File: config.mk
export PLATFORM = sky130hd
export DESIGN_NAME = twos_adder
export DESIGN_NICKNAME = d
export VERILOG_FILES = /design/src/rtl/twos_adder.sv
export SDC_FILE = /design/constraint.sdc
export NUM_CORES = 1
export LEC_CHECK = 0
export BUFFER_PORTS_ARGS = -buffer_cell sky130_fd_sc_hd__buf_4
export CAP_MARGIN = 20
export CORE_AREA = 4 4 41 43
export DETAILED_ROUTE_END_ITERATION = 10
export DIE_AREA = 0 0 45 47
export GPL_TIMING_DRIVEN = 0
export PLACE_DENSITY = 0.54
export SYNTH_ARGS = -nofsm -noshare
export SYNTH_HDL_FRONTEND = slang
export SYNTH_SLANG_ARGS = --single-unit
File: constraint.sdc
create_clock -name clk -period 2.2 [get_ports clk]
set_clock_uncertainty 0.1 [all_clocks]
set_input_delay 0.11 -clock clk [delete_from_list [all_inputs] [get_ports clk]]
set_output_delay 0.11 -clock clk [all_outputs]
set_load 0.05 [all_outputs]
File: src/rtl/twos_adder.sv
// twos_adder: registered N-bit ripple-carry adder/subtractor with carry and signed-overflow flags
module twos_adder #(
  parameter int N = 4
) (
  input  logic         clk,
  input  logic         rst,
  input  logic [N-1:0] A,
  input  logic [N-1:0] B,
  input  logic         c_in,
  input  logic         in_valid,
  output logic [N-1:0] sum,
  output logic         c_out,
  output logic         overflow,
  output logic         out_valid
);
  logic [N-1:0] bx;
  logic [N-1:0] s;
  logic [N:0]   c;
  assign bx   = B ^ {N{c_in}};
  assign c[0] = c_in;
  for (genvar i = 0; i < N; i++) begin : g_fa
    assign s[i]   = A[i] ^ bx[i] ^ c[i];
    assign c[i+1] = (A[i] & bx[i]) | (c[i] & (A[i] ^ bx[i]));
  end
  // capture result on accepted operations, hold otherwise; valid pulses per accepted op
  always_ff @(posedge clk) begin
    if (rst) begin
      sum       <= '0;
      c_out     <= 1'b0;
      overflow  <= 1'b0;
      out_valid <= 1'b0;
    end else begin
      out_valid <= in_valid;
      if (in_valid) begin
        sum      <= s;
        c_out    <= c[N];
        overflow <= c[N] ^ c[N-1];
      end
    end
  end
endmodule

==> results of run 1 <==
cells by family after synthesis:
family	after synthesis	synth area share, %
AOI/OAI and AO/OA	3	7.33
xor gates and xnor gates	5	11.7
adders and majority gates	3	16.0
DFF	7	37.3
buffers and inverters	4	6.00
and+or+nand+nor	7	10.7
muxes	4	11.0
final timing paths:
kind | slack, ps | start | endpoint | depth (start not counted)
max | 330 | B[0] | overflow$_SDFFE_PP0P_ | 9
min | 180 | A[1] | sum[1]$_SDFFE_PP0P_ | 4
max reg2reg | 940 | sum[0]$_SDFFE_PP0P_ | sum[0]$_SDFFE_PP0P_ | 3
min reg2reg | 380 | sum[2]$_SDFFE_PP0P_ | sum[2]$_SDFFE_PP0P_ | 2
Yosys cell counts:
cell	n
fa_1	3
a211oi_1	1
nor2b_4	1
a211oi_2	1
mux2_2	1
nor3b_1	1
xor2_1	2
xnor2_1	3
dfxtp_1	7
buf_6	1
inv_1	3
a21o_1	1
nor2_1	5
mux2i_1	3
registers in the layout, summed over array words and instances, names as in the netlist:
name,flops
c_out,1
out_valid,1
overflow,1
sum,4
what timing repair did:
item,4_1_cts,5_1_grt
hold buffers,3,0
buffers inserted,0,0
hold endpoints to repair,3,0
per-layer routing:
layer | GRT usage (%) | share of wire, %
met1 | 9.22 | 43
met2 | 11.6 | 47
met3 | 6.13 | 10
met4 | 3.51 | 0
met5 | 0 | 0
per-stage QoR:
step / cells / utilization, % / setup WS (ps)
after floorplan: 33 / - / 248
after global placement: 65 / 40.1 / 63.2
after detailed placement: 65 / 40.1 / 59.1
after CTS: 72 / 44.4 / 323
after global routing: 72 / 44.4 / 217
final: 72 / 44.4 / 333
worst max-delay path, stage by stage:
cell and delay, ps:
buf_4 90, mux2_2 330, fa_1 350, inv_1 70, fa_1 200, inv_1 60
fa_1 400, xnor2_1 150, a21o_1 150
power groups by stage:
stage | Clock [mW] | Combinational (mW) | Sequential, mW
6_report | 0.115 | 0.148 | 0.147
3_3_place_gp | 0 | 0.145 | 0.149
3_5_place_dp | 0 | 0.146 | 0.149
4_1_cts | 0.120 | 0.151 | 0.147
5_1_grt | 0.130 | 0.161 | 0.149
2_1_floorplan | 0 | 0.0504 | 0.196
final cells by class:
class,count,area (um^2),share of cell area (%)
Inverter,3,11.3,1.95
Sequential cell,7,140,24.2
Clock buffer,4,26.3,4.55
Buffer,1,11.3,1.95
Tap cell,15,18.8,3.25
Timing Repair Buffer,20,158,27.3
Multi-Input combinational cell,22,213,36.8
==> results by group, run 1 <==
Outcome
  • Run status: finished, final reports clean

Pwr
  • Reg power frac: 35.8%
  • Net Sw Frac: 33.5%
  • Clk pwr share: 28.1%
  • Total power: 0.410 mW
  • LEAKAGE: 0.282 nW
  • Power Density: 709 mW/mm^2
  • Gate power share: 36.1%
  • IR drop worst, VDD: 390 uV
  • P_sw: 0.137 mW
  • Internal power: 0.273 mW

Timing
  • RSZ-0062 raised after global routing: false
  • Final setup violation count: 0
  • Period utilization: 84.8%
  • Max Slew Vio Count: 0
  • Slew @ Worst Pin: 197 ps
  • Post-layout min period: 1870 ps
  • Max_slew headroom: 86.8%
  • Final hold slack: 176 ps
  • Fin Setup TNS: 0 ps
  • Final hold vios: 0
  • FMAX: 536 MHz

Floorplan
  • Row cnt: 13
  • Core Region: 0.00130 mm^2
  • Initial core utilization: 28.8%
  • Die Wd: 45 um
  • Die ar.: 0.00212 mm^2
  • Top Ports: 19
  • DIE HEIGHT: 47 um

Route
  • Initial drt markers: 8
  • ANT nets after route: 0
  • # DRC: 0
  • Vias/cell: 4.08
  • DR WL/cell: 9.86 um
  • TritonRoute pass-1 iters: 3
  • Via count: 294
  • Total wire length: 710 um

Clocking
  • Reg clk slew, reported paths: 50 ps
  • CTS buffer count: 3
  • Clock Sinks: 7
  • TritonCTS clock tree: built
  • Worst skew pair latency: 250 ps
  • CTS H-tree lvls: 1
  • Longest Clk Path Bufs: 2
  • Post-CTS sizing: 0
  • Root buffer cell: clkbuf_4

Logic synthesis
  • Top-area cell type share of the netlist area: 37.3%
  • Top cells by area, synth: dfxtp_1, fa_1, mux2i_1
  • Post-Syn Instances: 33
  • Yosys cell types: 14
  • Synth Area per Inst: 11.4 um^2
  • Yosys Warn Count: 0
  • Yosys reg bits: 7
  • Area leader, netlist: dfxtp_1
  • Cell area after synthesis: 375 um^2
  • Syn Nets: 48
  • Register area share after synthesis: 37.3%

Place
  • GP Congestion: 0.598
  • Cell Area, Placed: 522 um^2
  • DP Wirelength: 555 um
  • IO buf count: 17

Layout
  • Final instance area: 578 um^2
  • Commonest cells after routing, fill and taps aside: buf_4, dfxtp_1, nor2_1
  • # diodes: 0
  • Proportion of layout cells with a drive suffix above 1: 42.1%
  • # nets final: 73
  • Area Overhead vs Synth: 54.0%
  • Fill cells: 139
  • Most common cell after layout, fill and taps aside: buf_4

Global route
  • Largest net degree at the start of global routing: 10
  • Initial antenna violation count: 0
  • Vias in the first global route: 287
  • First-pass GRT wire length: 1.16 mm
  • Grt ovf: 0
  • Tot GR Track Use: 8.17%

Run
  • Maxcap violations: 0

Worst setup path
  • Arrival time worst endpoint: 1910 ps
  • Crit Path Max Fanout: 2
  • Worst Path Required: 2240 ps
  • Kind of critical path: in2reg
  • Crit. End Element: flop
  • Crit path launch type: input pin

Min path
  • Hold Crit Class: in2reg
(Power assumes the default switching activity.)
==> inputs of run 2 (changes only) <==
Settings changed: ABC_AREA from default to 1, PLACE_DENSITY 0.54 to 0.56.
Clock period 2.2 ns to 1.5 ns, I/O delays scaled along.
==> run 2 against run 1 <==
The run now ends with setup timing left. Die area unchanged. Clock power increased by 48%. Count of clock-buffer cells in the layout stayed put. Hold slack got worse by 140 ps. Cell count is 22% higher. Sequential share of layout area is 2.8 points lower. Worst setup slack worse by 440 ps. Register-to-register slack worse by 200 ps. Sequential cell count unchanged. Design area up 13%. Sequential power increased by 44%. Critical path type unchanged. Critical endpoint unchanged. Largest cell class unchanged.
==> results by group, run 2 <==
Worst setup path
  • R2R setup slack: 740 ps (was 940 ps)
  • Critical path capture point: overflow$_SDFFE_PP0P_ (unchanged)
  • Kind of critical path: in2reg (unchanged)
  • Worst Path Required: 1540 ps (was 2240 ps)
  • Arrival time worst endpoint: 1640 ps (was 1910 ps)
  • R2R depth: 2 (was 3)
  • Critical R2R Launch: overflow$_SDFFE_PP0P_ (was sum[0]$_SDFFE_PP0P_)
  • Crit Path Max Fanout: 3 (was 2)
  • Crit. End Element: flop (unchanged)
  • R2r endpoint: overflow$_SDFFE_PP0P_ (was sum[0]$_SDFFE_PP0P_)
  • Critical Path Source: B[0] (unchanged)
  • Crit path launch type: input pin (unchanged)

Logic synthesis
  • Synth Area per Inst: 8.40 um^2 (was 11.4 um^2)
  • Top cells by area, synth: dfxtp_1, fa_1, inv_1 (was dfxtp_1, fa_1, mux2i_1)
  • Top-area cell type share of the netlist area: 37.1% (was 37.3%)
  • Post-synth ARST share: 0% (unchanged)
  • Ys flop type: dfxtp_1 (unchanged)
  • Area leader, netlist: dfxtp_1 (unchanged)
  • Post-synth EDFFs: 0 (unchanged)
  • Post-Syn Instances: 45 (was 33)
  • Syn Nets: 60 (was 48)
  • Yosys Warn Count: 0 (unchanged)
  • Cell area after synthesis: 378 um^2 (was 375 um^2)
  • Top-count cell post-synth: inv_1 (was dfxtp_1)
  • Yosys reg bits: 7 (unchanged)
  • Yosys cell types: 14 (unchanged)
  • Top post-synthesis cells by count: inv_1, dfxtp_1, nor2_1 (was dfxtp_1, nor2_1)
  • Register area share after synthesis: 37.1% (was 37.3%)

Route
  • Vias/cell: 4.06 (was 4.08)
  • # DRC: 0 (unchanged)
  • ANT nets after route: 0 (unchanged)
  • Initial drt markers: 10 (was 8)
  • TritonRoute pass-1 iters: 4 (was 3)
  • Via count: 357 (was 294)
  • Total wire length: 748 um (was 710 um)
  • DR WL/cell: 8.50 um (was 9.86 um)

Pwr
  • Power Density: 949 mW/mm^2 (was 709 mW/mm^2)
  • LEAKAGE: 0.318 nW (was 0.282 nW)
  • IR drop worst, VDD: 333 uV (was 390 uV)

Clocking
  • CTS H-tree lvls: 1 (unchanged)
  • Clock Sinks: 7 (unchanged)
  • Reg clk slew, reported paths: 60 ps (was 50 ps)
  • Worst skew pair latency: 250 ps (about the same)
  • Root buffer cell: clkbuf_4 (unchanged)
  • CTS buffer count: 3 (unchanged)
  • Longest Clk Path Bufs: 2 (unchanged)
  • TritonCTS clock tree: built (unchanged)

Timing
  • Post-layout min period: 1600 ps
  • Slew @ Worst Pin: 213 ps (was 197 ps)
  • Final setup violation count: 3 (was 0)
  • Max Slew Vio Count: 0 (unchanged)
  • Period utilization: 107%
  • Max_slew headroom: 85.6% (was 86.8%)
  • RSZ-0062 raised after global routing: true (was false)
  • Setup WS post-layout: -104 ps (was 333 ps)
  • Final hold vios: 0 (unchanged)
  • FMAX: 623 MHz

Run
  • Maxcap violations: 0 (unchanged)

Floorplan
  • Core Region: 0.00130 mm^2 (unchanged)
  • Top Ports: 19 (unchanged)
  • Row cnt: 13 (unchanged)
  • DIE HEIGHT: 47 um (unchanged)
  • Die ar.: 0.00212 mm^2 (unchanged)
  • Initial core utilization: 29.0% (was 28.8%)
  • Die Wd: 45 um (unchanged)

Layout
  • # nets final: 89 (was 73)
  • Proportion of layout cells with a drive suffix above 1: 56.2% (was 42.1%)
  • Largest register by flop count: sum (unchanged)
  • Area Overhead vs Synth: 72.8% (was 54.0%)
  • Final instance area: 653 um^2 (was 578 um^2)
  • Most common cell after layout, fill and taps aside: buf_4 (unchanged)
  • Commonest cells after routing, fill and taps aside: buf_4, dfxtp_1, nor2_1 (unchanged)
  • Fill cells: 132 (was 139)
  • Non-filler cells, final: 88 (was 72)
  • Max FFs per register: 4 (unchanged)
  • # diodes: 0 (unchanged)

Min path
  • Hold Crit Class: in2reg (unchanged)

Global route
  • Vias in the first global route: 340 (was 287)
  • Tot GR Track Use: 8.05% (was 8.17%)
  • Initial antenna violation count: 0 (unchanged)
  • Largest net degree at the start of global routing: 11 (was 10)
  • Grt ovf: 0 (unchanged)
  • First-pass GRT wire length: 1.27 mm (was 1.16 mm)

Place
  • IO buf count: 17 (unchanged)
  • GP Congestion: 0.736 (was 0.598)
  • Cell Area, Placed: 542 um^2 (was 522 um^2)
  • DP Wirelength: 614 um (was 555 um)
  • Placed cells: 77 (was 65)

Outcome
  • Run status: complete, but fails checks (was finished, final reports clean)
  • Failing checks: setup timing
-- run 2: worst max-delay path, stage by stage --
cell and delay (ps):
buf_8 100, o21a_1 200, fa_2 380, inv_2 60
fa_2 200, inv_2 40, fa_2 360, a21oi_2 160
a21oi_2 60
-- run 2: worst min-delay path by stage --
stage                     cells after the start              endpoint  slack, ps  from
after detailed placement                      2  out_valid$_SDFF_PP0_        160   rst
after global placement                        2  out_valid$_SDFF_PP0_        160   rst
after global routing                          5   sum[0]$_SDFFE_PP0P_         50  A[0]
after floorplan                               1  out_valid$_SDFF_PP0_         50   rst
final                                         5   sum[0]$_SDFFE_PP0P_         30  A[0]
after CTS                                     5   sum[0]$_SDFFE_PP0P_         30  A[0]
-- run 2: area by class of cell --
cell class	instances	area [um^2]	area share (%)
multi-input combinational	28	219	33.5
buffer	1	11.3	1.72
timing repair buffer	24	204	31.2
sequential	7	140	21.5
tap	15	18.8	2.87
inverter	9	33.8	5.17
clock buffer	4	26.3	4.02
-- run 2: through the flow --
step / worst slack (ps) / TNS [ps] / power [mW] / hold slack [ps] / utilization (%)
5_1_grt: -161 / -383 / 0.651 / 53.1 / 50.2
3_3_place_gp: -391 / -1020 / 0.420 / 158 / 41.6
2_1_floorplan: -167 / -358 / 0.353 / 47.4 / -
4_1_cts: -131 / -295 / 0.616 / 31.0 / 48.9
3_5_place_dp: -391 / -1050 / 0.422 / 159 / 41.6
6_report: -104 / -200 / 0.620 / 33.7 / 50.2
-- run 2: logic make-up after synthesis --
kind of cell	count (synthesis)	share of synthesized area [%]
buf+inv	10	11.9
xor+xnor	3	6.95
fa+ha+maj	3	15.9
flops	7	37.1
compound gates	10	15.9
simple gates	12	12.3
-- run 2: metal layers --
| layer | vias to the layer above | wire length [um] | global-route usage, % |
|---|---|---|---|
| li1 | 192 | - | - |
| met1 | 154 | 312 | 10.5 |
| met2 | 11 | 375 | 12.7 |
| met3 | 0 | 60 | 0.766 |
| met4 | 0 | 0 | 5.26 |
| met5 | - | 0 | 0 |
-- run 2: timing repair --
action / CTS / global route
endpoints found under the setup margin: 3 / 3
hold endpoints to repair: 4 / 0
pin swaps: 6 / 6
buffers inserted: 4 / 1
hold buffers: 2 / 0
resized for setup: 5 / 3
-- run 2: report_power, final --
group | leakage (nW) | internal, mW | switching [mW]
sequential | 0.0582 | 0.204 | 0.00743
combinational | 0.245 | 0.106 | 0.133
clock | 0.0150 | 0.101 | 0.0683
==> inputs of run 3 (changes only) <==
--- a/config.mk
+++ b/config.mk
@@ -13,5 +13,5 @@
 export DIE_AREA = 0 0 45 47
 export GPL_TIMING_DRIVEN = 0
-export PLACE_DENSITY = 0.56
+export PLACE_DENSITY_LB_ADDON = 0.3
 export SYNTH_ARGS = -nofsm -noshare
 export SYNTH_HDL_FRONTEND = slang
==> constraint.sdc (replaced) <==
create_clock -name clk -period 1.5 [get_ports clk]
set_clock_uncertainty 0.1 [all_clocks]
set_input_delay 0.3 -clock clk [delete_from_list [all_inputs] [get_ports clk]]
set_output_delay 0.3 -clock clk [all_outputs]
set_load 0.05 [all_outputs]
==> run 3 against run 2 <==
Combinational power fell by 5%. Register-to-register slack barely moved. First-iteration DRC count fell by 60%. Sequential power barely moved. The run still ends with setup timing left.
==> results by group, run 3 (synthesized netlist as in run 2, its figures left out) <==
Timing
  • Final hold slack: 138 ps (was 33.7 ps)
  • Period utilization: 119% (was 107%)
  • Final setup violation count: 3 (unchanged)
  • Fin Setup TNS: -705 ps (was -200 ps)
  • Post-layout min period: 1780 ps (was 1600 ps)
  • RSZ-0062 raised after global routing: true (unchanged)
  • Max_slew headroom: 84.1% (was 85.6%)
  • FMAX: 562 MHz (was 623 MHz)
  • Slew @ Worst Pin: 237 ps (was 213 ps)
  • Final hold vios: 0 (unchanged)
  • Max Slew Vio Count: 0 (unchanged)
  • Setup WS post-layout: -280 ps (was -104 ps)

Pwr
  • P_sw: 0.199 mW (was 0.209 mW)
  • Gate power share: 37.5% (was 38.6%)
  • Power Density: 968 mW/mm^2 (was 949 mW/mm^2)
  • LEAKAGE: 0.309 nW (was 0.318 nW)
  • Net Sw Frac: 33.1% (was 33.6%)
  • Reg power frac: 35.1% (was 34.0%)
  • Internal power: 0.402 mW (was 0.411 mW)
  • IR drop worst, VDD: 475 uV (was 333 uV)
  • Clk pwr share: 27.3% (was 27.4%)

Clocking
  • CTS H-tree lvls: 1 (unchanged)
  • Reg clk slew, reported paths: 50 ps (was 60 ps)
  • Clock Sinks: 7 (unchanged)
  • Worst skew pair latency: 240 ps (was 250 ps)
  • TritonCTS clock tree: built (unchanged)
  • Longest Clk Path Bufs: 2 (unchanged)
  • Root buffer cell: clkbuf_4 (unchanged)
  • Hold bufs inserted after CTS: 0 (was 2)
  • CTS buffer count: 3 (unchanged)

Min path
  • Hold Crit Class: in2reg (unchanged)

Layout
  • Max FFs per register: 4 (unchanged)
  • Commonest cells after routing, fill and taps aside: buf_4, nor2_1, dfxtp_1 (was buf_4, dfxtp_1, nor2_1)
  • Final core occ: 47.7% (was 50.2%)
  • Most common cell after layout, fill and taps aside: buf_4 (unchanged)
  • Non-filler cells, final: 86 (was 88)
  • # nets final: 87 (was 89)
  • # diodes: 0 (unchanged)
  • Proportion of layout cells with a drive suffix above 1: 53.5% (was 56.2%)
  • Largest register by flop count: sum (unchanged)
  • Area Overhead vs Synth: 64.2% (was 72.8%)

Route
  • DR WL/cell: 9.28 um (was 8.50 um)
  • TritonRoute pass-1 iters: 4 (unchanged)
  • Initial drt markers: 4 (was 10)
  • # DRC: 0 (unchanged)
  • ANT nets after route: 0 (unchanged)
  • Vias/cell: 4.19 (was 4.06)
  • Via count: 360 (was 357)
  • Total wire length: 798 um (was 748 um)

Worst setup path
  • Crit path largest cell delay: 510 ps (was 380 ps)
  • Crit path launch type: input pin (unchanged)
  • Family with the most delay on the worst path: adder cells (unchanged)
  • Crit Path Max Fanout: 3 (unchanged)
  • Arrival time worst endpoint: 1860 ps (was 1640 ps)
  • CP most frequent cell: fa_2 (unchanged)
  • Crit. End Element: flop (unchanged)
  • Kind of critical path: in2reg (unchanged)
  • Worst Path Required: 1580 ps (was 1540 ps)
  • Critical Path Slowest Stage Cell: fa_2 (unchanged)
  • Buf+Inv Stages, Crit Path: 3 (unchanged)
  • Worst-path cell chain: buf_8 > o21a_1 > fa_2 > inv_2 > fa_2 > inv_2 > fa_2 > nor2_1 > nor2_1 (was buf_8 > o21a_1 > fa_2 > inv_2 > fa_2 > inv_2 > fa_2 > a21oi_2 > a21oi_2)

Floorplan
  • Die ar.: 0.00212 mm^2 (unchanged)
  • Core Region: 0.00130 mm^2 (unchanged)
  • Top Ports: 19 (unchanged)
  • DIE HEIGHT: 47 um (unchanged)
  • Row cnt: 13 (unchanged)
  • Die Wd: 45 um (unchanged)
  • Initial core utilization: 29.0% (unchanged)

Global route
  • First-pass GRT wire length: 1.51 mm (was 1.27 mm)
  • Largest net degree at the start of global routing: 11 (unchanged)
  • Initial antenna violation count: 0 (unchanged)
  • Tot GR Track Use: 9.72% (was 8.05%)
  • Grt ovf: 0 (unchanged)
  • Vias in the first global route: 378 (was 340)

Run
  • Maxcap violations: 0 (unchanged)

Place
  • IO buf count: 17 (unchanged)
  • DP Wirelength: 621 um (was 614 um)
  • Placed cells: 77 (unchanged)
  • GP Congestion: 0.656 (was 0.736)

Outcome
  • Failing checks: setup timing (unchanged)
  • Run status: complete, but fails checks (unchanged)
[run 3: changes by cell type in the layout (fill, tap and decap cells not counted), sizes merged]
cell	before	now
dlygate4sd3	2	0
[run 3: path summary, 6_finish.rpt]
path / cells past startpoint / start / to / slack (ps)
worst max-delay path: 9 / c_in / sum[3]$_SDFFE_PP0P_ / -280
worst max register to register: 2 / overflow$_SDFFE_PP0P_ / overflow$_SDFFE_PP0P_ / 740
worst min-delay path: 2 / rst / out_valid$_SDFF_PP0_ / 140
worst min register to register: 2 / sum[3]$_SDFFE_PP0P_ / sum[3]$_SDFFE_PP0P_ / 390
[run 3: power groups by stage]
stage	sequential, mW	combinational, mW	clock, mW
finish	0.211	0.226	0.164
global route	0.213	0.250	0.180
CTS	0.211	0.223	0.171
detailed placement	0.215	0.205	0
global placement	0.214	0.204	0
floorplan	0.275	0.0777	0
[run 3: cell type report]
type                    count  area [um^2]
inverters                   9         33.8
well taps                  15         18.8
flip-flops and latches      7          140
multi-input cells          28          210
repair buffers             22          180
plain buffers               1         11.3
clock buffers               4         26.3
fillers                   143          681
[run 3: routing by layer]
metal | global-route usage [%] | vias to the layer above | routed length (um)
li1 | - | 186 | -
met1 | 10.5 | 156 | 292
met2 | 17.8 | 18 | 420
met3 | 1.92 | 0 | 84
met4 | 5.26 | 0 | 0
met5 | 0 | - | 0
[run 3: stage by stage]
step | instance area [um^2] | power [mW] | setup slack, ps
final | 621 | 0.601 | -280
after global routing | 621 | 0.643 | -354
after CTS | 613 | 0.605 | -275
after detailed placement | 542 | 0.420 | -590
after global placement | 542 | 0.418 | -591
after floorplan | 395 | 0.353 | -392
[run 3: timing repair]
| action | 4_1_cts | 5_1_grt |
|---|---|---|
| gates resized for setup | 4 | 0 |
| setup endpoints to repair | 3 | 4 |
| pin swaps | 1 | 0 |
| buffers inserted | 4 | 1 |
